**config.mk**
```make
export PLATFORM = sky130hd
export DESIGN_NAME = led_pwm_driver
export DESIGN_NICKNAME = d
export VERILOG_FILES = /design/src/rtl/led_pwm_driver.sv
export SDC_FILE = /design/constraint.sdc
export NUM_CORES = 1
export LEC_CHECK = 0
export CORE_MARGIN = 1
export CORE_UTILIZATION = 35
export CTS_BUF_LIST = sky130_fd_sc_hd__clkbuf_4 sky130_fd_sc_hd__clkbuf_8 sky130_fd_sc_hd__clkbuf_16
export DETAILED_ROUTE_END_ITERATION = 12
export GPL_TIMING_DRIVEN = 1
export HOLD_SLACK_MARGIN = 0.05
export PLACE_DENSITY = 0.61
export SYNTH_ARGS = -nofsm -noshare
export SYNTH_HDL_FRONTEND = slang
export SYNTH_SLANG_ARGS = --single-unit
```
**constraint.sdc**
```tcl
create_clock -name clk -period 9.35 [get_ports clk]
set_input_delay 1.87 -clock clk [delete_from_list [all_inputs] [get_ports clk]]
set_output_delay 1.87 -clock clk [all_outputs]
set_load 0.01 [all_outputs]
```
**src/rtl/led_pwm_driver.sv**
```systemverilog
// led_pwm_driver: N-channel LED driver with per-channel OFF/ON/PWM/BLINK
// modes. Settings land in shadow registers through a valid/ready write port
// and are copied to the active set only at PWM period boundaries, so a
// channel never shows a partially updated period.
module led_pwm_driver #(
   parameter int NUM_LEDS      = 8,
   parameter int PWM_BITS      = 8,
   parameter int PRESCALE      = 196,
   parameter int BLINK_PERIODS = 500,
   localparam int CW           = (NUM_LEDS > 1) ? $clog2(NUM_LEDS) : 1
) (
   input  logic                clk,
   input  logic                rst,
   input  logic                wr_valid,
   output logic                wr_ready,
   input  logic                wr_all,
   input  logic [CW-1:0]       wr_chan,
   input  logic [1:0]          wr_mode,
   input  logic [PWM_BITS-1:0] wr_duty,
   output logic                wr_err,
   output logic                period_start,
   output logic [NUM_LEDS-1:0] led
);

   localparam int PSW = (PRESCALE > 1) ? $clog2(PRESCALE) : 1;
   localparam int BCW = (BLINK_PERIODS > 1) ? $clog2(BLINK_PERIODS) : 1;
   localparam logic [PSW-1:0] PRESC_LAST = PSW'(PRESCALE - 1);
   localparam logic [BCW-1:0] BLINK_LAST = BCW'(BLINK_PERIODS - 1);

   localparam logic [1:0] MODE_OFF   = 2'd0;
   localparam logic [1:0] MODE_ON    = 2'd1;
   localparam logic [1:0] MODE_PWM   = 2'd2;
   localparam logic [1:0] MODE_BLINK = 2'd3;

   logic [PSW-1:0]      presc;
   logic [PWM_BITS-1:0] pwm_cnt;
   logic [BCW-1:0]      blink_cnt;
   logic                blink_phase;
   logic                tick;
   logic                boundary;
   logic                wr_fire;
   logic                chan_bad;

   logic [1:0]          shadow_mode     [NUM_LEDS];
   logic [PWM_BITS-1:0] shadow_duty     [NUM_LEDS];
   logic [1:0]          shadow_mode_nxt [NUM_LEDS];
   logic [PWM_BITS-1:0] shadow_duty_nxt [NUM_LEDS];
   logic [1:0]          active_mode     [NUM_LEDS];
   logic [PWM_BITS-1:0] active_duty     [NUM_LEDS];
   logic [NUM_LEDS-1:0] led_nxt;

   // Drive level of one channel for the current counter position.
   // duty=0 never lights; duty=max leaves only the last tick dark.
   function automatic logic led_level(input logic [1:0]          mode,
                                      input logic [PWM_BITS-1:0] duty,
                                      input logic [PWM_BITS-1:0] cnt,
                                      input logic                phase);
      logic lvl;
      case (mode)
         MODE_OFF:   lvl = 1'b0;
         MODE_ON:    lvl = 1'b1;
         MODE_PWM:   lvl = (cnt < duty);
         default:    lvl = phase & (cnt < duty);
      endcase
      return lvl;
   endfunction

   assign tick     = (presc == PRESC_LAST);
   assign boundary = tick && (pwm_cnt == {PWM_BITS{1'b1}});
   assign wr_fire  = wr_valid && wr_ready;
   assign chan_bad = !wr_all && (32'(wr_chan) >= NUM_LEDS);

   // Timebase: prescaler, PWM counter, and the blink phase that advances on boundaries
   always_ff @(posedge clk) begin
      if (rst) begin
         presc       <= '0;
         pwm_cnt     <= '0;
         blink_cnt   <= '0;
         blink_phase <= 1'b0;
      end else begin
         presc <= tick ? '0 : presc + 1'b1;
         if (tick) begin
            pwm_cnt <= pwm_cnt + 1'b1;
         end
         if (boundary) begin
            if (blink_cnt == BLINK_LAST) begin
               blink_cnt   <= '0;
               blink_phase <= ~blink_phase;
            end else begin
               blink_cnt <= blink_cnt + 1'b1;
            end
         end
      end
   end

   // Shadow next-state: the accepted write folded in, so a write in the boundary cycle is copied too
   always_comb begin
      for (int i = 0; i < NUM_LEDS; i++) begin
         shadow_mode_nxt[i] = shadow_mode[i];
         shadow_duty_nxt[i] = shadow_duty[i];
         if (wr_fire && (wr_all || (32'(wr_chan) == i))) begin
            shadow_mode_nxt[i] = wr_mode;
            shadow_duty_nxt[i] = wr_duty;
         end
      end
   end

   // Shadow and active settings; active only changes at a period boundary
   always_ff @(posedge clk) begin
      if (rst) begin
         for (int i = 0; i < NUM_LEDS; i++) begin
            shadow_mode[i] <= MODE_OFF;
            shadow_duty[i] <= '0;
            active_mode[i] <= MODE_OFF;
            active_duty[i] <= '0;
         end
      end else begin
         for (int i = 0; i < NUM_LEDS; i++) begin
            shadow_mode[i] <= shadow_mode_nxt[i];
            shadow_duty[i] <= shadow_duty_nxt[i];
            if (boundary) begin
               active_mode[i] <= shadow_mode_nxt[i];
               active_duty[i] <= shadow_duty_nxt[i];
            end
         end
      end
   end

   // Per-channel drive level from the active settings and the current counters
   always_comb begin
      led_nxt = '0;
      for (int i = 0; i < NUM_LEDS; i++) begin
         led_nxt[i] = led_level(active_mode[i], active_duty[i], pwm_cnt, blink_phase);
      end
   end

   // Registered outputs: LED pins, boundary pulse, write handshake and error pulse
   always_ff @(posedge clk) begin
      if (rst) begin
         led          <= '0;
         period_start <= 1'b0;
         wr_ready     <= 1'b0;
         wr_err       <= 1'b0;
      end else begin
         led          <= led_nxt;
         period_start <= boundary;
         wr_ready     <= 1'b1;
         wr_err       <= wr_fire && chan_bad;
      end
   end

endmodule

```
==> qor.yml <==
status: "finished clean"
fin_cells: 1142
fin_area_um2: 9810
antenna_found_initial: 0
wirelength_mm: 18.6
grt_pass1_wl_mm: 29.0
viasPerCell: 4.92
setup_violations: 0
rows: 56
drc: 0
wire_per_inst_um: 16.2
num_antenna_cells: 0
portBuffers: 26
hpwl_mm: 11.0
syn_area_um2: 8570
cts_resized: 0
cp-end-kind: "flip-flop"
track_usage_pct: 15.7
cts_buffers: 17
grt_max_degree: 81
tns_ns: 0
cts-root-buf: "clkbuf_16"
fin_skew_ns: 0.0135
ys.flop_type: "dfxtp_1"
vias: 5620
worst_ep_arrival_time_ns: 4.07
power.internal_mw: 1.47
syn2layout_area_growth_pct: 14.5
finalNetCount: 886
io_pins: 28
combPwrFrac_pct: 5.6
fin_crit_ns: 3.91
post-route-period-util_pct: 41.8
ir_worst_vdd_mv: 0.133
met3WireLength_um: 506
grt-ovfl-total: 0
ys_seq_elements: 196
crit_type: "input pin to flip-flop"
max_freq_ghz: 0.256
ant_nets: 0
place_inst: 1110
ys_seq_area_share_pct: 55.1
synth_warnings: 0
start_util_pct: 36.1
p_leak_nw: 4.25
hp-class: "flip-flop to flip-flop"
syn_inst: 802
rsz0062_at_grt: "false"
htreeDepth: 4
placed_area_um2: 9130
syn_area_per_cell_um2: 10.7
clkTransAtPathRegs_ns: 0.08
place_congestion: 0.746
p_sw_mw: 0.404
tightest_slew_ns: 1.20
synth-edff-count: 80
core-area_um2: 23800
wl_met1_mm: 9.07
max-slew-margin-rel_pct: 19.3
top_layer: "met4"
grt_pass1_vias: 5413
first_iter_violations: 364
max-cap-violations: 0
clk_latency_ns: 0.44
start_kind: "input pin"
p_sw_share_pct: 21.5
clkPwrFrac_pct: 45.0
cts_tree: "built"
crit_fanout: 10
drive_gt1_share_pct: 5.35
met2WireLength_mm: 8.72
first_pass_iters: 4
p_per_area_nw_per_um2: 191
async_flop_share_pct: 0
cp.required_ns: 9.51
die-width_um: 159
mappedNetlistNets: 878
die_area_um2: 25100
hold_violations: 0
cts_buffer_depth: 2
slew_violations: 0
ctsHoldBuffers: 0
utilization_pct: 41.3
postCtsSetupRepairBufs: 0
die_h_um: 159
ys_types: 42
cts.sinks: 196
p_seq_share_pct: 49.4
[critical path, stage by stage]
cell and delay (ns):
clkdlybuf4s50_1 0.45, and2_0 0.43, nor2b_1 0.96, mux2i_1 0.29, nor2_1 0.07
[sequential cells by signal (all words and copies together), names as in the netlist]
register	flops
blink_phase	1
pwm_cnt	8
presc	8
shadow_duty	64
active_mode	16
period_start	1
wr_ready	1
shadow_mode	16
blink_cnt	9
led	8
active_duty	64
[placed cells by master (no fill, tap or decap), types with 7 or more instances in the layout]
cell	count
nor2_1	156
dfxtp_1	116
mux2i_1	81
edfxtp_1	80
inv_1	62
ha_1	59
clkdlybuf4s50_1	25
a21oi_1	21
o21ai_0	17
clkbuf_16	17
nand3_1	15
nand2b_1	14
nand2_1	12
a221oi_1	12
nor3_1	10
a21o_1	10
nor3b_1	9
and3_1	9
buf_4	9
o21ai_1	7
xnor2_1	7
[final timing paths]
kind | from | depth (start not counted) | slack, ns | to
max | wr_valid | 5 | 5.44 | active_duty[0][56]$_DFFE_PP_
min | blink_cnt[7]$_SDFFE_PP0P_ | 2 | 0.48 | blink_cnt[7]$_SDFFE_PP0P_
max reg2reg | pwm_cnt[3]$_SDFFE_PP0P_ | 4 | 5.96 | active_duty[0][12]$_SDFFCE_PN0P_
min reg2reg | blink_cnt[7]$_SDFFE_PP0P_ | 2 | 0.48 | blink_cnt[7]$_SDFFE_PP0P_
[cell usage after synthesis (all sizes together), types with 7 or more instances]
cell type    n  share of area (%)
edfxtp      80                 28
and3         9               0.66
inv         62                2.7
xnor2        7               0.72
ha          59                8.6
a221oi      12                1.2
o21ai       25                1.5
a21o        10               0.88
nor2       156                6.8
buf         11               0.63
nand2       12               0.53
nand3       16               0.93
a21oi       21                1.2
clkbuf      34                1.5
dfxtp      116                 27
mux2i       81                9.5
nor3        10               0.58
nor3b        9               0.79
nand2b      14                1.0
[layout make-up]
type / instances / area (µm²)
clock inverters: 13 / 248
clock buffers: 19 / 440
flip-flops and latches: 196 / 4720
repair buffers: 34 / 318
inverters: 62 / 233
fillers: 2267 / 13900
well taps: 319 / 399
multi-input cells: 499 / 3450
[kinds of logic (layout without fill, tap and decap cells)]
| family | Yosys count | in the layout | synth area share (%) |
|---|---|---|---|
| multiplexers | 81 | 81 | 9.46 |
| XOR/XNOR | 13 | 13 | 1.33 |
| AND/OR/NAND/NOR | 253 | 253 | 13.6 |
| AO/OA/AOI/OAI | 92 | 92 | 7.00 |
| adder cells (fa/ha/maj) | 59 | 59 | 8.61 |
| buffers and inverters | 107 | 128 | 4.83 |
| flip-flops | 196 | 196 | 55.1 |
| other | 1 | 1 | 0.0437 |
[through the flow]
step                      power [mW]  setup WS [ns]  hold WS, ns
after detailed placement        1.05           4.99        0.478
after floorplan                 1.02           1.62        0.448
after global placement          1.05           4.98        0.463
after global routing            1.94           5.26        0.503
after CTS                       1.90           5.40        0.489
final                           1.88           5.44        0.482
[power groups by stage]
stage               clock, mW  sequential (mW)  combinational [mW]
global route            0.895            0.930               0.117
finish                  0.845            0.928               0.105
global placement            0            0.947               0.104
floorplan                   0            0.949              0.0703
CTS                     0.861            0.928               0.107
detailed placement          0            0.947               0.106
[per-layer routing]
layer	track usage, %	vias up
met5	0	-
met4	4.58	0
met3	3.18	19
met2	26.7	87
met1	20.0	2709
li1	-	2805
Power figures use the tool's default switching activity.
